File: src/rtl/pll_rst_seq_if.sv
// PLL reset sequencer signal bundle: PLL lock/reset handshake plus the
// status outputs of the sequencer. The master side is the sequencer itself.
interface pll_rst_seq_if;
    logic       pll_lock;
    logic       pll_rst;
    logic       sys_rst;
    logic       lock_ok;
    logic       fail;
    logic [7:0] lost_cnt;

    modport master (
        input  pll_lock,
        output pll_rst,
        output sys_rst,
        output lock_ok,
        output fail,
        output lost_cnt
    );

    modport slave (
        output pll_lock,
        input  pll_rst,
        input  sys_rst,
        input  lock_ok,
        input  fail,
        input  lost_cnt
    );
endinterface

File: src/rtl/pll_rst_seq.sv
// PLL reset sequencer: pulses the PLL reset, waits for a filtered lock,
// holds the system reset for a settling period, then releases it. Lock
// timeouts retry the PLL reset up to a budget before latching a failure.
// Optional macro PLL_RST_SEQ_LOSS_CNT_EN enables the saturating lock-loss
// counter; without it lost_cnt is tied to zero.
module pll_rst_seq #(
    parameter int unsigned LOCK_FILT   = 16,
    parameter int unsigned HOLD_CYC    = 1024,
    parameter int unsigned PLL_RST_CYC = 32,
    parameter int unsigned TIMEOUT_CYC = 50000,
    parameter int unsigned MAX_RETRY   = 4
) (
    input  logic          clk,
    input  logic          rst,
    pll_rst_seq_if.master bus
);

    localparam int unsigned FILT_W  = $clog2(LOCK_FILT + 1);
    localparam int unsigned HOLD_W  = $clog2(HOLD_CYC + 1);
    localparam int unsigned RST_W   = $clog2(PLL_RST_CYC + 1);
    localparam int unsigned TO_W    = $clog2(TIMEOUT_CYC + 1);
    localparam int unsigned RETRY_W = $clog2(MAX_RETRY + 1);

    // Terminal values are one below the parameter: the transition happens on
    // the cycle whose increment would reach the parameter.
    localparam logic [FILT_W-1:0]  FILT_LAST  = FILT_W'(LOCK_FILT - 1);
    localparam logic [HOLD_W-1:0]  HOLD_LAST  = HOLD_W'(HOLD_CYC - 1);
    localparam logic [RST_W-1:0]   RST_LAST   = RST_W'(PLL_RST_CYC - 1);
    localparam logic [TO_W-1:0]    TO_LAST    = TO_W'(TIMEOUT_CYC - 1);
    localparam logic [RETRY_W-1:0] RETRY_LAST = RETRY_W'(MAX_RETRY - 1);

    typedef enum logic [2:0] {
        S_PLL_RST,
        S_WAIT_LOCK,
        S_HOLD,
        S_RUN,
        S_FAIL
    } state_t;

    state_t              state_q, state_d;
    logic                sync1_q;
    logic                lock_s_q;
    logic [FILT_W-1:0]   filt_q, filt_d;
    logic [HOLD_W-1:0]   hold_q, hold_d;
    logic [RST_W-1:0]    rcnt_q, rcnt_d;
    logic [TO_W-1:0]     to_q, to_d;
    logic [RETRY_W-1:0]  retry_q, retry_d;
    logic                pll_rst_q, pll_rst_d;
    logic                sys_rst_q, sys_rst_d;
    logic                lock_ok_q, lock_ok_d;
    logic                fail_q, fail_d;

    // Two-flop synchronizer for the asynchronous PLL lock flag.
    always_ff @(posedge clk) begin
        if (rst) begin
            sync1_q  <= 1'b0;
            lock_s_q <= 1'b0;
        end else begin
            sync1_q  <= bus.pll_lock;
            lock_s_q <= sync1_q;
        end
    end

    // State, counters and output registers.
    always_ff @(posedge clk) begin
        if (rst) begin
            state_q   <= S_PLL_RST;
            filt_q    <= '0;
            hold_q    <= '0;
            rcnt_q    <= '0;
            to_q      <= '0;
            retry_q   <= '0;
            pll_rst_q <= 1'b1;
            sys_rst_q <= 1'b1;
            lock_ok_q <= 1'b0;
            fail_q    <= 1'b0;
        end else begin
            state_q   <= state_d;
            filt_q    <= filt_d;
            hold_q    <= hold_d;
            rcnt_q    <= rcnt_d;
            to_q      <= to_d;
            retry_q   <= retry_d;
            pll_rst_q <= pll_rst_d;
            sys_rst_q <= sys_rst_d;
            lock_ok_q <= lock_ok_d;
            fail_q    <= fail_d;
        end
    end

    // Next-state and counter logic; outputs are decoded from the next state
    // so the registered outputs line up with the state register.
    always_comb begin
        state_d = state_q;
        filt_d  = filt_q;
        hold_d  = hold_q;
        rcnt_d  = rcnt_q;
        to_d    = to_q;
        retry_d = retry_q;

        unique case (state_q)
            S_PLL_RST: begin
                if (rcnt_q == RST_LAST) begin
                    state_d = S_WAIT_LOCK;
                    rcnt_d  = '0;
                    filt_d  = '0;
                    to_d    = '0;
                end else begin
                    rcnt_d = rcnt_q + RST_W'(1);
                end
            end

            S_WAIT_LOCK: begin
                filt_d = lock_s_q ? filt_q + FILT_W'(1) : '0;
                to_d   = to_q + TO_W'(1);
                // Filter completion takes priority over a coincident timeout.
                if (lock_s_q && (filt_q == FILT_LAST)) begin
                    state_d = S_HOLD;
                    hold_d  = '0;
                    filt_d  = '0;
                    to_d    = '0;
                end else if (to_q == TO_LAST) begin
                    retry_d = retry_q + RETRY_W'(1);
                    filt_d  = '0;
                    to_d    = '0;
                    rcnt_d  = '0;
                    state_d = (retry_q == RETRY_LAST) ? S_FAIL : S_PLL_RST;
                end
            end

            S_HOLD: begin
                if (!lock_s_q) begin
                    state_d = S_WAIT_LOCK;
                    filt_d  = '0;
                    to_d    = '0;
                    hold_d  = '0;
                end else if (hold_q == HOLD_LAST) begin
                    state_d = S_RUN;
                    hold_d  = '0;
                    retry_d = '0;
                end else begin
                    hold_d = hold_q + HOLD_W'(1);
                end
            end

            S_RUN: begin
                if (!lock_s_q) begin
                    state_d = S_PLL_RST;
                    rcnt_d  = '0;
                end
            end

            S_FAIL: begin
                state_d = S_FAIL;
            end

            default: begin
                state_d = S_PLL_RST;
                rcnt_d  = '0;
            end
        endcase

        pll_rst_d = (state_d == S_PLL_RST);
        sys_rst_d = (state_d != S_RUN);
        lock_ok_d = (state_d == S_RUN);
        fail_d    = (state_d == S_FAIL);
    end

    assign bus.pll_rst = pll_rst_q;
    assign bus.sys_rst = sys_rst_q;
    assign bus.lock_ok = lock_ok_q;
    assign bus.fail    = fail_q;

`ifdef PLL_RST_SEQ_LOSS_CNT_EN
    logic       lost_evt;
    logic [7:0] lost_q;

    assign lost_evt = (state_q == S_RUN) && !lock_s_q;

    // Saturating count of lock losses observed while running.
    always_ff @(posedge clk) begin
        if (rst) begin
            lost_q <= '0;
        end else if (lost_evt && (lost_q != '1)) begin
            lost_q <= lost_q + 8'd1;
        end
    end

    assign bus.lost_cnt = lost_q;
`else
    assign bus.lost_cnt = '0;
`endif

endmodule

File: src/flat_wrapper.sv
// flat-port wrapper written by rule: the top's interface ports become plain ports
module pll_rst_seq_flat 
#(
    parameter int unsigned LOCK_FILT   = 16,
    parameter int unsigned HOLD_CYC    = 1024,
    parameter int unsigned PLL_RST_CYC = 32,
    parameter int unsigned TIMEOUT_CYC = 50000,
    parameter int unsigned MAX_RETRY   = 4
)
  (clk, rst, bus_pll_lock, bus_pll_rst, bus_sys_rst, bus_lock_ok, bus_fail, bus_lost_cnt);
  pll_rst_seq_if bus_i ();
  input  logic clk;
  input  logic rst;
  input wire logic [$bits(bus_i.pll_lock)-1:0] bus_pll_lock;
  output wire logic [$bits(bus_i.pll_rst)-1:0] bus_pll_rst;
  output wire logic [$bits(bus_i.sys_rst)-1:0] bus_sys_rst;
  output wire logic [$bits(bus_i.lock_ok)-1:0] bus_lock_ok;
  output wire logic [$bits(bus_i.fail)-1:0] bus_fail;
  output wire logic [$bits(bus_i.lost_cnt)-1:0] bus_lost_cnt;
  assign bus_i.pll_lock = bus_pll_lock;
  assign bus_pll_rst = bus_i.pll_rst;
  assign bus_sys_rst = bus_i.sys_rst;
  assign bus_lock_ok = bus_i.lock_ok;
  assign bus_fail = bus_i.fail;
  assign bus_lost_cnt = bus_i.lost_cnt;
  pll_rst_seq #(.LOCK_FILT(LOCK_FILT), .HOLD_CYC(HOLD_CYC), .PLL_RST_CYC(PLL_RST_CYC), .TIMEOUT_CYC(TIMEOUT_CYC), .MAX_RETRY(MAX_RETRY)) u_core (.clk(clk), .rst(rst), .bus(bus_i));
endmodule
File: config.mk
export PLATFORM = sky130hd
export DESIGN_NAME = pll_rst_seq_flat
export DESIGN_NICKNAME = d
export VERILOG_FILES = /design/src/rtl/pll_rst_seq_if.sv /design/src/rtl/pll_rst_seq.sv /design/src/flat_wrapper.sv
export SDC_FILE = /design/constraint.sdc
export NUM_CORES = 1
export LEC_CHECK = 0
export CELL_PAD_IN_SITES_DETAIL_PLACEMENT = 0
export CELL_PAD_IN_SITES_GLOBAL_PLACEMENT = 1
export CORE_UTILIZATION = 45
export CTS_CLUSTER_DIAMETER = 120
export DETAILED_ROUTE_END_ITERATION = 10
export GPL_TIMING_DRIVEN = 0
export PLACE_DENSITY = 0.79
export SLEW_MARGIN = 20
export SYNTH_ARGS = -nofsm -noshare
export SYNTH_HDL_FRONTEND = slang
export SYNTH_SLANG_ARGS = --single-unit
File: constraint.sdc
create_clock -name clk -period 2.5 [get_ports clk]
set_input_delay 0.375 -clock clk [delete_from_list [all_inputs] [get_ports clk]]
set_output_delay 0.375 -clock clk [all_outputs]
set_load 0.01 [all_outputs]
==> results.md <==
* Fin crit period at 2.251 ns
* YS warnings at 0
* Clk pin slew, worst setup/hold paths at 0.10 ns
* Synthesized flop and latch total at 50
* First-pass GRT wire length at 9170 µm
* Initial DRC count at 108
* Antenna cells at 0
* CP Max Fanout at 10
* Final Cycle Share at 90.03%
* Cells after Synth at 303
* Die ar. at 6037 µm²
* F_max at 444.3 MHz
* Synth cell types at 64
* Final #Nets at 333
* Cts hold-fix bufs at 0
* I/O pin count at 15
* Type of origin of the critical path: flip-flop
* Number of global-route vias before repair at 1977
* Clock Path Buffers at 2
* Drt drc at 0
* Cts repair resizes at 0
* Cell area power density at 478.8 nW/µm²
* CP peak stage delay at 0.34 ns
* Relative slew slack at 62.37%
* Slew @ Worst Pin at 0.5593 ns
* Final setup viols at 0
* Post-synthesis sequential area ratio at 38.82%
* Gr ovfl total at 0
* Area Overhead vs Synth at 10.53%
* Critical setup path kind: reg -> reg
* Router iterations before antenna repair at 4
* Mapped Area at 2579 µm²
* Setup TNS Final at 0 ns
* Static Leak at 0.001051 µW
* Final GP Congestion at 0.7986
* Post-synth EDFFs at 0
* Starting density of the core at 46.83%
* Via/cell ratio at 5.497
* R2R setup slack at 0.25 ns
* RSZ-0062 raised after global routing: false
* Core box area at 5507 µm²
* Max VDD drop at 0.0003100 V
* Max cap viols at 0
* Max Slew Vio Count at 0
* Share of cells above drive strength 1 at 12.04%
* GR Util All Layers at 19.26%
* Critical Path RT at 2.75 ns
* Latest clock arrival within the worst-skew pair at 0.31 ns
* Critical-path cell list: ha_1 > and3_1 > ha_1 > nand2_1 > and3_1 > and2_1 > buf_2 > buf_2 > a31oi_1 > a31oi_1
* Initial antenna violation count at 0
* Die Wd at 77.70 µm
* Routed wire per std cell at 13.76 µm
* Util after Layout at 51.76%
* Largest net degree at the start of global routing at 16
* Cts bufs inserted at 5
* Clock Sinks at 50
* H-tree levels at 2
* Final-report hold violation count at 0
* Post-synth ARST share at 0%
* Arrival time worst endpoint at 2.50 ns
* TritonCTS clock tree: yes
* Die height at 77.70 µm
* ANT nets after route at 0
* Setup Buffers After CTS at 0
* Row count at 27
* CP Capture Type: flip-flop
* Root Buffer: clkbuf_8
* Main flop type after synthesis: dfxtp_1
* Avg Cell Area, Syn at 8.511 µm²
* PortBufs at 6
* Critical path's slowest cell: dfxtp_1
* Drt total wl at 5449 µm
* Vias after detailed routing at 2177
* Status: completed
* Worst hold path type: reg -> reg
* DP HPWL at 3848 µm
* Final setup skew at 0.01360 ns
## Yosys cell counts, drive strengths merged (3+ instances only)
library cell  number  area share, %
dfxtp             50             39
nor2              29            4.2
nand2             22            3.3
o21ai             18            3.5
buf               17            4.1
nand3             17            3.5
a21oi             14            2.9
inv               11            1.6
nand4             11            2.9
a31oi              9            2.2
xor2               9            3.1
and3               7            1.7
ha                 7            3.4
nor3               7            1.7
or3                6            1.5
clkbuf             5           0.73
mux2i              5            1.9
nand2b             5            1.2
nor2b              5            1.2
a22oi              4            1.2
a211oi             3           0.87
a311oi             3            1.0
nor4               3            1.3
## critical path, delay by kind of cell, from the launching register on
kind                       cells  cell delay [ns]
AOI/OAI and AO/OA              2             0.25
adders and majority gates      2             0.48
buffers and inverters          2             0.42
DFF                            1             0.34
and+or+nand+nor                4             0.70
## layout by cell type (no fill, tap or decap), types with 7 or more instances in the layout
| cell type | count |
|---|---|
| inv_1 | 10 |
| ha_1 | 7 |
| o21ai_0 | 8 |
| nand4_1 | 10 |
| buf_4 | 8 |
| a21oi_1 | 13 |
| xor2_1 | 9 |
| nand3_1 | 16 |
| buf_2 | 9 |
| nand2_1 | 21 |
| nor2_1 | 29 |
| conb_1 | 8 |
| o21ai_1 | 10 |
| and3_1 | 7 |
| dfxtp_1 | 50 |
| a31oi_1 | 9 |
## layer usage
metal	global-route usage [%]	part of all wire [%]
met1	24.91	49
met2	32.21	46
met3	3.529	3.3
met4	6.226	1.2
met5	0	0
## logic make-up (layout without fill, tap and decap cells)
kind of cell	Yosys count	in the layout	synth area share [%]
other	1	8	0.1454
AND/OR/NAND/NOR	127	127	27.75
AO/OA/AOI/OAI	68	68	17.66
multiplexers	5	5	1.941
XOR/XNOR	11	11	3.736
flip-flops	50	50	38.82
adder cells (fa/ha/maj)	7	7	3.396
buffers and inverters	34	48	6.550
## final cells by class
cell class                 instances  area [µm²]
fill                             539        2656
multi-input combinational        226        1435
sequential                        50        1001
buffer                            22       123.9
tap                               72       90.09
clock buffer                       6       82.58
timing repair buffer               6       60.06
inverter                          12       45.04
clock inverter                     2       12.51
## stage by stage
| step | hold WS, ns | total power, µW | instance area (µm²) | setup WS, ns | cells |
|---|---|---|---|---|---|
| 2_1_floorplan | 0.4138 | 864.9 | 2605 | 0.5429 | 310 |
| 3_3_place_gp | 0.4184 | 878.0 | 2755 | 0.06019 | 388 |
| 3_5_place_dp | 0.4325 | 879.7 | 2755 | 0.03165 | 388 |
| 4_1_cts | 0.4600 | 1376 | 2850 | 0.2452 | 396 |
| 5_1_grt | 0.4716 | 1420 | 2850 | 0.04021 | 396 |
| 6_report | 0.4588 | 1365 | 2850 | 0.2492 | 396 |
## report_power, final
part / switching [µW] / total (µW) / internal [µW]
logic: 31.2 / 54.3 / 23.1
clock network: 280 / 503 / 223
registers: 5.70 / 807 / 801
## flip-flops by register name (all words and copies together) (netlist names), 3 cells and up
name            count
u_core.rcnt_q       6
u_core.hold_q      11
u_core.state_q      3
u_core.to_q        16
u_core.filt_q       5
u_core.retry_q      3
## worst paths after layout
check,from,endpoint,depth (start not counted)
worst max-delay path,u_core.filt_q[0]$_SDFFE_PP0P_,u_core.to_q[14]$_SDFFE_PP0P_,10
worst min-delay path,u_core.sync1_q$_SDFF_PP0_,u_core.lock_s_q$_SDFF_PP0_,1
worst max register to register,u_core.filt_q[0]$_SDFFE_PP0P_,u_core.to_q[14]$_SDFFE_PP0P_,10
worst min register to register,u_core.sync1_q$_SDFF_PP0_,u_core.lock_s_q$_SDFF_PP0_,1
No activity file was read; power rests on OpenSTA's default activity.
